`config.mk`:
```
export PLATFORM = sky130hd
export DESIGN_NAME = shift_register_sipo_latched
export DESIGN_NICKNAME = d
export VERILOG_FILES = /design/src/rtl/shift_register_sipo_latched.sv
export SDC_FILE = /design/constraint.sdc
export NUM_CORES = 1
export LEC_CHECK = 0
export ABC_AREA = 1
export ABC_CLOCK_PERIOD_IN_PS = 1100
export BUFFER_PORTS_ARGS = -buffer_cell sky130_fd_sc_hd__buf_2
export CAP_MARGIN = 15
export CELL_PAD_IN_SITES_DETAIL_PLACEMENT = 1
export CELL_PAD_IN_SITES_GLOBAL_PLACEMENT = 1
export CORE_MARGIN = 3
export CORE_UTILIZATION = 42
export CTS_BUF_LIST = sky130_fd_sc_hd__clkbuf_8
export CTS_CLUSTER_SIZE = 24
export DETAILED_ROUTE_END_ITERATION = 12
export PLACE_DENSITY = 0.89
export SLEW_MARGIN = 20
export SYNTH_ARGS = -nofsm -noshare
export SYNTH_HDL_FRONTEND = slang
export SYNTH_SLANG_ARGS = --single-unit
```
`constraint.sdc`:
```
create_clock -name clk -period 1.1 [get_ports clk]
set_input_delay 0.11 -clock clk [delete_from_list [all_inputs] [get_ports clk]]
set_output_delay 0.11 -clock clk [all_outputs]
set_load 0.1 [all_outputs]
```
`src/rtl/shift_register_sipo_latched.sv`:
```
// Multi-lane serial-in/parallel-out capture register with a strobe-latched,
// double-buffered output, selectable bit order, bit counter and overflow tracking.
module shift_register_sipo_latched #(
   parameter  int DEPTH       = 8,
   parameter  int LANES       = 1,
   parameter  int MSB_FIRST   = 1,
   localparam int COUNT_WIDTH = $clog2(DEPTH + 1)
) (
   input  logic                     clk,
   input  logic                     reset,
   input  logic [LANES-1:0]         write_data,
   input  logic                     write_enable,
   input  logic                     latch,
   input  logic                     clear,
   output logic [LANES*DEPTH-1:0]   read_data,
   output logic                     read_valid,
   output logic                     frame_overflow,
   output logic [COUNT_WIDTH-1:0]   bit_count,
   output logic                     overflow
);

   localparam logic [COUNT_WIDTH-1:0] DEPTH_C = COUNT_WIDTH'(DEPTH);
   localparam logic [COUNT_WIDTH-1:0] ONE_C   = COUNT_WIDTH'(1);
   localparam logic [COUNT_WIDTH-1:0] ZERO_C  = COUNT_WIDTH'(0);

   logic [LANES*DEPTH-1:0] r_shift_buf;
   logic [LANES*DEPTH-1:0] r_read_data;
   logic [COUNT_WIDTH-1:0] r_bit_count;
   logic                   r_overflow;
   logic                   r_frame_overflow;
   logic                   r_read_valid;

   logic [LANES*DEPTH-1:0] w_shifted_buf;
   logic [LANES*DEPTH-1:0] w_buf_next;
   logic [COUNT_WIDTH-1:0] w_count_next;
   logic                   w_overflow_next;
   logic                   w_count_full;

   // Per-lane shift network; the bit order decides which end receives the new bit.
   for (genvar l = 0; l < LANES; l++) begin : g_lane
      logic [DEPTH-1:0] w_lane;
      assign w_lane = r_shift_buf[l*DEPTH +: DEPTH];
      if (MSB_FIRST != 0) begin : g_msb
         assign w_shifted_buf[l*DEPTH +: DEPTH] = {w_lane[DEPTH-2:0], write_data[l]};
      end else begin : g_lsb
         assign w_shifted_buf[l*DEPTH +: DEPTH] = {write_data[l], w_lane[DEPTH-1:1]};
      end
   end

   assign w_count_full = (r_bit_count == DEPTH_C);

   // Frame state as it stands after this cycle's write, before latch/clear apply.
   always_comb begin
      w_buf_next      = r_shift_buf;
      w_count_next    = r_bit_count;
      w_overflow_next = r_overflow;
      if (write_enable) begin
         w_buf_next = w_shifted_buf;
         if (w_count_full) begin
            w_count_next    = r_bit_count;
            w_overflow_next = 1'b1;
         end else begin
            w_count_next    = r_bit_count + ONE_C;
            w_overflow_next = r_overflow;
         end
      end else begin
         w_buf_next      = r_shift_buf;
         w_count_next    = r_bit_count;
         w_overflow_next = r_overflow;
      end
   end

   // Capture side: shift buffer and live frame counters; clear beats write and latch.
   always_ff @(posedge clk or negedge reset) begin
      if (!reset) begin
         r_shift_buf <= '0;
         r_bit_count <= ZERO_C;
         r_overflow  <= 1'b0;
      end else if (clear) begin
         r_shift_buf <= '0;
         r_bit_count <= ZERO_C;
         r_overflow  <= 1'b0;
      end else if (latch) begin
         r_shift_buf <= w_buf_next;
         r_bit_count <= ZERO_C;
         r_overflow  <= 1'b0;
      end else begin
         r_shift_buf <= w_buf_next;
         r_bit_count <= w_count_next;
         r_overflow  <= w_overflow_next;
      end
   end

   // Output side: the latched frame includes a write made in the latch cycle.
   always_ff @(posedge clk or negedge reset) begin
      if (!reset) begin
         r_read_data      <= '0;
         r_frame_overflow <= 1'b0;
         r_read_valid     <= 1'b0;
      end else if (clear) begin
         r_read_data      <= r_read_data;
         r_frame_overflow <= r_frame_overflow;
         r_read_valid     <= 1'b0;
      end else if (latch) begin
         r_read_data      <= w_buf_next;
         r_frame_overflow <= w_overflow_next;
         r_read_valid     <= 1'b1;
      end else begin
         r_read_data      <= r_read_data;
         r_frame_overflow <= r_frame_overflow;
         r_read_valid     <= 1'b0;
      end
   end

   assign read_data      = r_read_data;
   assign read_valid     = r_read_valid;
   assign frame_overflow = r_frame_overflow;
   assign bit_count      = r_bit_count;
   assign overflow       = r_overflow;

endmodule

```
-- Word-level counts from Yosys, hierarchy flattened
Index checks and enable logic that the tools add are counted.
- $add $sub $neg: 1
- equal/unequal tests: 2
- multiplexer cells: 12
- bitwise logic cells: 1
- reduce and logical (&&, ||, !) cells: 3
- operators by type and width (kind ; number):
    $mux W4 ; 4
    $mux W8 ; 2
    $mux W1 ; 6
    $add A4 B1 Y4 const B ; 1
    $eq A4 B4 Y1 const B ; 1
    $reduce_and A2 Y1 ; 2
    $ne A3 B3 Y1 const B ; 1
    $reduce_bool A3 Y1 ; 1
    $not A1 Y1 ; 1
- register bits after elaboration: 23
- bits of input ports: 6
- output and inout bits: 15
- logic and storage cells: 25

-- Longest topological paths before layout
Gate-level depths: netlist of run 1.
- depth after elaboration: 5
- depth in mapped cells: 6
- mapped depth without buffers: 6

-- Least setup slack after synthesis of run 1
No wires, ideal clock.
- kind: register -> register
- start point: register r_bit_count[0], in the netlist bit_count[0]
- end point: register r_bit_count[0], in the netlist bit_count[0]
- library setup time: 0.124 ns
- data arrival time: 1.661 ns
- data required time: 0.976 ns
- path slack: -0.685 ns
- stages on the path, launching flop included: 7
- buffers on the path: 0
- clock period less this slack: 1.785 ns
- cell sequence: dfrtp_1 > inv_1 > ha_1 > nand3_1 > nand2_1 > nand3_1 > nand2_1
- cells in the longest elaborated chain, start to end: 5
- elaborated cells on any way between the ends: 8
- those cells by class: add/sub: 1; eq/ne: 2; mux: 4; reduce/logical: 1
- RTL lines (item ; line ; text):
    from (decl) ; 28 ; logic [COUNT_WIDTH-1:0] r_bit_count;
    from (signal assigned) ; 89 ; r_bit_count <= w_count_next;
    $add A4 B1 Y4 ; 63 ; w_count_next = r_bit_count + ONE_C;
    $mux W4 ; 59 ; if (w_count_full) begin
    $mux W4 ; 57 ; if (write_enable) begin
    $mux W4 ; 83 ; end else if (latch) begin
    $mux W4 ; 79 ; end else if (clear) begin
Several ways; a longest one is shown, not always the timed one. The select of a mux whose other input is x is not followed.
A chain may end at the register's enable or synchronous reset.

-- Final worst setup path of run 1
- start point: register r_bit_count[0], in the netlist bit_count[0]
- end point: output bit_count[0]
- RTL lines (item ; line ; text):
    to (decl) ; 18 ; output logic [COUNT_WIDTH-1:0] bit_count,
No word-level cell between the ends.

==> flow_summary.yaml, run 1 <==
global_route:
  grt_pass1_wl_mm: 4.968
  grt_pass1_vias: 995
  grt_usage_pct: 20.80
  antenna_found_initial: 0
  overflow: 0
  grt_max_degree: 24
floorplan:
  dieHeight_um: 55.22
  start_util_pct: 45.12
  die_x_um: 55.22
  design.die.area_mm2: 0.003049
  core_mm2: 0.002255
  pin_count: 21
  rows: 17
synth:
  synth_warnings: 0
  async_reset_ff_share_pct: 100.0
  synth-seq-cells: 23
  synth-simple-area-share_pct: 21.53
  synth_xor_area_share_pct: 0
  syn_avg_cell_area_um2: 9.419
  synth_fa_ha_area_share_pct: 2.460
  synth_edf_count: 0
  synth_mux_area_share_pct: 0
  synth_fp_nets: 116
  yosysSeqAreaShare_pct: 56.58
  synth_top_cell_area_share_pct: 56.58
  synthFlopType: "dfrtp_1"
  synth_compound_area_share_pct: 10.33
  yosysTopAreaCell: "dfrtp_1"
  ys_top_cells_by_count: "nand2_1 (29), dfrtp_1 (23), nor2_1 (12), inv_1 (10), o21ai_1 (7)"
  netlist-cell-type-count: 18
  synth.most_common_cell: "nand2_1"
  syn_inst: 108
  mappedNetlistArea_mm2: 0.001017
  synth_top_family_by_area: "simple AND/OR/NAND/NOR gates"
  synthTopCellsByArea: "dfrtp_1 (57%), nand2_1 (11%), nor2_1 (4.4%), inv_1 (3.7%), o21ai_1 (3.4%)"
setup_path:
  critPathSlowestCell: "dfrtp_4"
  cp_cell_sequence: "buf_6 -> buf_12"
  start_kind: "flip-flop"
  worstPathRequired_ps: 990
  max_stage_delay_ps: 520
  cp_num_buf_inv: 2
  cp.arrival_ps: 1070
  cp_max_fo: 4
  worstSetupPathType: "flip-flop to primary output"
  critical-path-top-delay-family: "flip-flops"
  endpoint_kind: "primary output"
timing:
  finalWorstSetupSlack_ps: -83.61
  rsz0062_at_grt: "yes"
  skew_ps: 5.129
  slew_headroom_pct: 65.79
  fin_crit_sh_pct: 107.6
  timing.fmax_ghz: 0.8449
  worst_pin_slew_ps: 513.1
  slew_viol_final: 0
  fin_crit_ps: 1184
  finalSetupTns_ps: -313.0
  finalHoldViolations: 0
  setup_viol: 6
power:
  finalPower_mw: 2.119
  leakagePower_nw: 0.6700
  ir_drop_v: 0.001292
  power_density_mw_per_mm2: 1404
cts:
  path_clk_slew_ps: 90
  clockBufferDepth: 2
  insertion_delay_ps: 260
  root_buffer: "clkbuf_8"
  cts_tree: "built"
  cts_made_buffers: 3
  clkSinkCount: 23
  htree_num_levels: 1
placement:
  hpwl_mm: 1.924
  numPortBuffers: 20
  gp_congestion: 0.7153
routing:
  drt-pass1-iter-count: 4
  viasPerCell: 5.184
  drt-initial-drc-count: 11
  drc: 0
  drt-total-wl_mm: 2.877
  num_vias: 845
  ant_nets: 0
  routedWlPerCell_um: 17.65
finish:
  final_util_pct: 66.93
  n_antenna_cell: 0
  drive_above_1_share_pct: 40.74
  syn2layout_area_growth_pct: 48.34
  final_net_count: 144
worst_hold_path:
  hold_path.class: "input port to flip-flop"
outcome:
  violations: "negative setup slack"
  status: "complete, but fails checks"
flow_run:
  cap_violations: 0
-- kinds of logic (layout without fill, tap and decap cells) --
logic type,count (synthesis),after routing
buf+inv,15,42
simple gates,50,50
flops,23,23
fa+ha+maj,2,2
compound gates,18,18
-- state kept, by name, summed over array words and instances, names as in the netlist --
register,flops
bit_count,4
frame_overflow,1
g_lane.w_lane,8
overflow,1
read_data,8
read_valid,1
-- layout make-up --
| cell class | instances | area [µm²] |
|---|---|---|
| Clock buffer | 3 | 41.29 |
| Clock inverter | 1 | 5.005 |
| Fill cell | 243 | 745.7 |
| Inverter | 11 | 46.29 |
| Multi-Input combinational cell | 70 | 394.1 |
| Sequential cell | 23 | 599.3 |
| Tap cell | 28 | 35.03 |
| Timing Repair Buffer | 27 | 387.9 |
-- what timing repair did --
action                                  4_1_cts  5_1_grt
hold buffers                                  1        0
gates resized for setup                       6        2
endpoints found under the setup margin        6        7
endpoints found under the hold margin        23        0
pin swaps                                     3        3
buffers inserted                              3        1
-- power by group --
part	switching (mW)	internal, mW
combinational	0.424	0.211
sequential	0.0544	0.905
clock	0.273	0.252
total	0.751	1.37
-- layout by cell type, fill, tap and decap left out, drive strengths merged --
| cell | Yosys | layout |
|---|---|---|
| dlygate4sd3 | 0 | 1 |
| ha | 2 | 2 |
| a31oi | 1 | 1 |
| nand3 | 4 | 4 |
| inv | 11 | 11 |
| nand4 | 3 | 3 |
| clkinv | 0 | 1 |
| nand2 | 29 | 29 |
| o21a | 3 | 3 |
| a21boi | 1 | 1 |
| nor2 | 14 | 14 |
| o21ai | 13 | 13 |
| clkbuf | 0 | 3 |
| buf | 4 | 26 |
| dfrtp | 23 | 23 |
-- per-layer routing --
metal / global-route usage [%] / share of wire, % / vias up
li1: - / - / 395
met1: 23.76 / 38 / 419
met5: 0 / 0 / -
met4: 8.681 / 1.9 / 0
met3: 2.570 / 3.9 / 6
met2: 38.51 / 56 / 25
-- metrics by stage --
step                hold WS [ps]  setup slack [ps]  cells  cell area [µm²]
global route               198.2            -105.9    163             1509
detailed placement         105.3            -42.36    154             1388
floorplan                 -185.6            -142.5    108             1061
global placement           106.1             50.01    154             1388
finish                     172.8            -83.61    163             1509
CTS                        165.2            -79.38    162             1494
-- worst reg2reg max path, stage by stage (launching register included) --
cell	delay, ps
dfrtp_4	520
ha_1	230
nand3_1	120
nand2_1	80
nor2_1	130
-- worst paths after layout --
kind	startpoint	end	slack, ps	cells past startpoint
max	bit_count[0]$_DFFE_PN0P_	bit_count[0]	-80	2
min	latch	bit_count[3]$_DFFE_PN0P_	170	4
max reg2reg	bit_count[0]$_DFFE_PN0P_	bit_count[2]$_DFFE_PN0P_	-50	4
min reg2reg	read_data[5]$_DFFE_PN0P_	read_data[5]$_DFFE_PN0P_	540	2
max in group asynchronous	reset	bit_count[2]$_DFFE_PN0P_	360	2
min in group asynchronous	reset	g_lane[0].w_lane[5]$_DFF_PN0_	350	2
(Power assumes the default switching activity.)
==> inputs of run 2 (changes only) <==
- SKIP_LAST_GASP: default -> 1
==> run 2 against run 1 <==
Net effect:
- the run still ends with negative setup slack left
- combinational power rose by 0.9%
- design area rose by 0.50%
- hold slack improved by 22 ps
- global-route usage rose by 0.53 points
- die area did not move
- cell count rose by 0.61%
- clock power fell by 1%
- highest routed layer unchanged
==> flow_summary.yaml, run 2 (synthesized netlist as in run 1, its figures left out) <==
global_route:
  grt_max_degree: 24
  grt_pass1_wl_mm: 5.078
  overflow: 0
  antenna_found_initial: 0
  grt_pass1_vias: 1032
  grt_usage_pct: 21.33
placement:
  gp_congestion: 0.7153
  numPortBuffers: 20
  hpwl_mm: 1.924
  dpl.cell_count: 154
cts:
  cts_made_buffers: 3
  path_clk_slew_ps: 80
  cts_tree: "built"
  htree_num_levels: 1
  clkSinkCount: 23
  insertion_delay_ps: 260
  root_buffer: "clkbuf_8"
  clockBufferDepth: 2
setup_path:
  reg2reg_to: "bit_count[1]$_DFFE_PN0P_"
  worstSetupPathType: "flip-flop to primary output"
  cp_max_fo: 4
  cp_num_buf_inv: 2
  max_stage_delay_ps: 520
  worstPathRequired_ps: 990
  timing.rr.start: "bit_count[1]$_DFFE_PN0P_"
  cp_cell_sequence: "buf_6 -> buf_12"
  start_kind: "flip-flop"
  endpoint_kind: "primary output"
  critical-path-top-delay-family: "flip-flops"
  critPathSlowestCell: "dfrtp_4"
  worstRegToRegCells: 6
  r2r_slack_ps: -30
  cp.arrival_ps: 1070
finish:
  syn2layout_area_growth_pct: 49.08
  n_antenna_cell: 0
  final_cell_mix: "nand2_1 (28), buf_12 (15), nor2_1 (12)"
  layout_commonest_cell: "nand2_1"
  fin_cells: 164
  fillers: 242
  final_net_count: 145
  drive_above_1_share_pct: 40.44
timing:
  slew_viol_final: 0
  worst_pin_slew_ps: 509.8
  skew_ps: 5.761
  fin_crit_ps: 1179
  slew_headroom_pct: 66.01
  timing.fmax_ghz: 0.8485
  rsz0062_at_grt: "yes"
  setup_viol: 6
  finalWorstSetupSlack_ps: -78.53
  finalHoldViolations: 0
  fin_crit_sh_pct: 107.1
  whs_ps: 194.4
routing:
  met3_wirelength_um: 106
  topRoutingLayerUsed: "met4"
  viasPerCell: 5.274
  routedWlPerCell_um: 17.47
  drt-total-wl_mm: 2.865
  wl_met1_mm: 1.139
  wl_met2_mm: 1.564
  drt-pass1-iter-count: 4
  drt-initial-drc-count: 14
  drc: 0
  ant_nets: 0
  num_vias: 865
power:
  finalPower_mw: 2.117
  leakagePower_nw: 0.6768
  power_density_mw_per_mm2: 1396
  ir_drop_v: 0.001230
outcome:
  violations: "negative setup slack"
  status: "complete, but fails checks"
worst_hold_path:
  holdPathStages: 4
  hold-path-endpoint: "bit_count[3]$_DFFE_PN0P_"
  worstHoldStart: "latch"
  hold_path.class: "input port to flip-flop"
flow_run:
  cap_violations: 0
floorplan:
  dieHeight_um: 55.22
  design.die.area_mm2: 0.003049
  start_util_pct: 45.12
  die_x_um: 55.22
  pin_count: 21
  rows: 17
  core_mm2: 0.002255
-- run 2: cell type report --
type | instances | area (µm²) | area share, %
well taps | 28 | 35.03 | 2.310
inverters | 11 | 48.80 | 3.218
multi-input cells | 70 | 391.6 | 25.83
clock buffers | 3 | 41.29 | 2.723
flip-flops and latches | 23 | 599.3 | 39.52
clock inverters | 1 | 5.005 | 0.3300
repair buffers | 28 | 395.4 | 26.07
-- run 2: routing by layer --
layer	track usage (%)	up-vias
met4	9.375	0
met5	0	-
li1	-	401
met3	2.804	7
met1	25.98	435
met2	37.33	22
-- run 2: what timing repair did --
item                       in CTS  in global routing
gates resized for setup         5                  3
setup buffers                   3                  2
cloned                          0                  0
setup endpoints to repair       6                  7
hold endpoints to repair       23                  0
hold buffers                    1                  0
pin swaps                       3                  5
-- run 2: tightest hold or removal path, cell delays in order --
cell     delay [ps]
buf_2           100
nor2_2           90
nand2_1          90
nor2_1           40
-- run 2: worst max-delay path by stage --
stage               slack (ps)                startpoint  depth (start not counted)                       end
finish                     -80  bit_count[1]$_DFFE_PN0P_                          2              bit_count[1]
global route              -110  bit_count[0]$_DFFE_PN0P_                          2              bit_count[0]
CTS                        -80  bit_count[0]$_DFFE_PN0P_                          2              bit_count[0]
detailed placement         -40  bit_count[0]$_DFFE_PN0P_                          6  bit_count[1]$_DFFE_PN0P_
global placement            50  bit_count[0]$_DFFE_PN0P_                          6  bit_count[1]$_DFFE_PN0P_
floorplan                 -140  bit_count[0]$_DFFE_PN0P_                          6  bit_count[0]$_DFFE_PN0P_
-- run 2: per-stage QoR --
| step | instance area (µm²) | setup slack, ps | setup TNS (ps) | util, % |
|---|---|---|---|---|
| 4_1_cts | 1489 | -79.38 | -263.7 | 66.04 |
| 6_report | 1516 | -78.53 | -257.4 | 67.26 |
| 2_1_floorplan | 1061 | -142.5 | -589.5 | - |
| 5_1_grt | 1516 | -111.3 | -596.9 | 67.26 |
| 3_3_place_gp | 1388 | 50.01 | 0 | 61.54 |
| 3_5_place_dp | 1388 | -42.36 | -65.09 | 61.54 |
-- run 2: power breakdown --
part	internal, mW	switching, mW	total [mW]
logic	0.214	0.427	0.641
clock network	0.253	0.265	0.518
registers	0.905	0.0539	0.959
==> inputs of run 3 (changes only) <==
- CORE_UTILIZATION: 42 -> 30
- PLACE_DENSITY: 0.89 -> 0.7
==> run 3 against run 2 <==
Net effect:
- the run still ends with negative setup slack left
- first-iteration DRC count rose by 29%
- via count fell by 6.1%
- die area rose by 35%
- combinational power fell by 4.2%
- sequential share of layout area rose by 0.50 points
- critical endpoint is now bit_count[0]
- clock skew fell by 1.0 ps
- utilization fell by 20 points
- clock-buffer cell count did not move
==> flow_summary.yaml, run 3 (synthesized netlist as in run 1, its figures left out) <==
outcome:
  status: "complete, but fails checks"
  violations: "negative setup slack"
cts:
  htree_num_levels: 1
  insertion_delay_ps: 270
  path_clk_slew_ps: 80
  cts_made_buffers: 3
  cts_tree: "built"
  root_buffer: "clkbuf_8"
  clockBufferDepth: 2
  clkSinkCount: 23
routing:
  ant_nets: 0
  drt-total-wl_mm: 2.314
  num_vias: 812
  drc: 0
  routedWlPerCell_um: 13.07
  drt-pass1-iter-count: 4
  drt-initial-drc-count: 18
  viasPerCell: 4.588
global_route:
  antenna_found_initial: 0
  overflow: 0
  grt_pass1_vias: 870
  grt_pass1_wl_mm: 4.071
  grt_max_degree: 24
  grt_usage_pct: 12.89
setup_path:
  worstPathRequired_ps: 990
  timing.rr.start: "bit_count[0]$_DFFE_PN0P_"
  worstSetupPathType: "flip-flop to primary output"
  start_kind: "flip-flop"
  critical_path.startpoint: "bit_count[0]$_DFFE_PN0P_"
  cp_max_fo: 4
  cp.arrival_ps: 1080
  endpoint_kind: "primary output"
  r2r_slack_ps: -20
placement:
  hpwl_mm: 1.637
  dpl.cell_count: 171
  dpl_cell_area_mm2: 0.001415
  gp_congestion: 0.7585
  numPortBuffers: 20
floorplan:
  start_util_pct: 32.26
  pin_count: 21
  rows: 20
  die_x_um: 64.23
  dieHeight_um: 64.23
  design.die.area_mm2: 0.004125
  core_mm2: 0.003153
timing:
  whs_ps: 117.5
  finalHoldViolations: 0
  setup_viol: 5
  timing.fmax_ghz: 0.8431
  finalWorstSetupSlack_ps: -86.10
  rsz0062_at_grt: "yes"
  slew_viol_final: 0
  fin_crit_ps: 1186
  slew_headroom_pct: 65.67
  fin_crit_sh_pct: 107.8
  worst_pin_slew_ps: 515.0
  skew_ps: 4.718
power:
  finalPower_mw: 2.089
  leakagePower_nw: 0.6616
  ir_drop_v: 0.0006348
  power_density_mw_per_mm2: 1395
finish:
  n_antenna_cell: 0
  drive_above_1_share_pct: 36.84
  syn2layout_area_growth_pct: 47.23
  final_net_count: 142
  fin_area_mm2: 0.001498
  fin_cells: 177
  layout_commonest_cell: "nand2_1"
  final_cell_mix: "nand2_1 (28), buf_12 (15), nor2_1 (12)"
worst_hold_path:
  worstHoldStart: "clear"
  hold_path.class: "input port to flip-flop"
flow_run:
  cap_violations: 0
run 3: changes by cell type in the layout (fill, tap and decap cells not counted), sizes merged:
cell    change
clkinv      -1
buf         -3
inv         +1
run 3: report_power, final:
part / switching (mW) / leakage [nW] / internal [mW]
Sequential: 0.0492 / 0.288 / 0.904
Combinational: 0.407 / 0.347 / 0.207
Clock: 0.272 / 0.0269 / 0.250
Total: 0.728 / 0.662 / 1.36
run 3: metal layers:
layer | share of wire (%) | GRT usage, % | vias up
met1 | 42 | 15.03 | 395
met5 | 0 | 0 | -
li1 | - | - | 393
met3 | 3.4 | 2.109 | 7
met4 | 3.2 | 7.124 | 0
met2 | 51 | 22.32 | 17
run 3: critical path, stage by stage, from the launching register on:
cell and delay (ps):
dfrtp_4 520, buf_6 140, buf_12 150
run 3: worst paths after layout:
check	to	depth (start not counted)
min in group asynchronous	read_data[2]$_DFFE_PN0P_	2
worst max register to register	bit_count[2]$_DFFE_PN0P_	5
worst max-delay path	bit_count[0]	2
worst min-delay path	read_valid$_DFF_PN0_	2
max in group asynchronous	bit_count[0]$_DFFE_PN0P_	2
worst min register to register	read_data[7]$_DFFE_PN0P_	2
run 3: area by class of cell:
type | count | area [µm²]
clock inverters | 1 | 3.754
inverters | 11 | 48.80
flip-flops and latches | 23 | 599.3
repair buffers | 25 | 372.9
multi-input cells | 70 | 376.6
fillers | 359 | 1655
clock buffers | 3 | 41.29
well taps | 44 | 55.05
run 3: what timing repair did:
| action | in CTS | in global routing |
|---|---|---|
| gates resized for setup | 2 | 3 |
| buffers inserted | 0 | 1 |
| setup endpoints to repair | 5 | 8 |
| endpoints found under the hold margin | 23 | 0 |
| pin swaps | 0 | 2 |
| gates cloned | 0 | 0 |
| hold buffers | 1 | 0 |
run 3: through the flow:
step	setup slack, ps	util (%)	TNS (ps)
floorplan	-142.5	-	-589.5
global placement	43.85	44.88	0
detailed placement	-6.239	44.88	-6.239
CTS	-94.64	46.87	-257.0
global route	-114.8	47.50	-490.5
finish	-86.10	47.50	-209.1
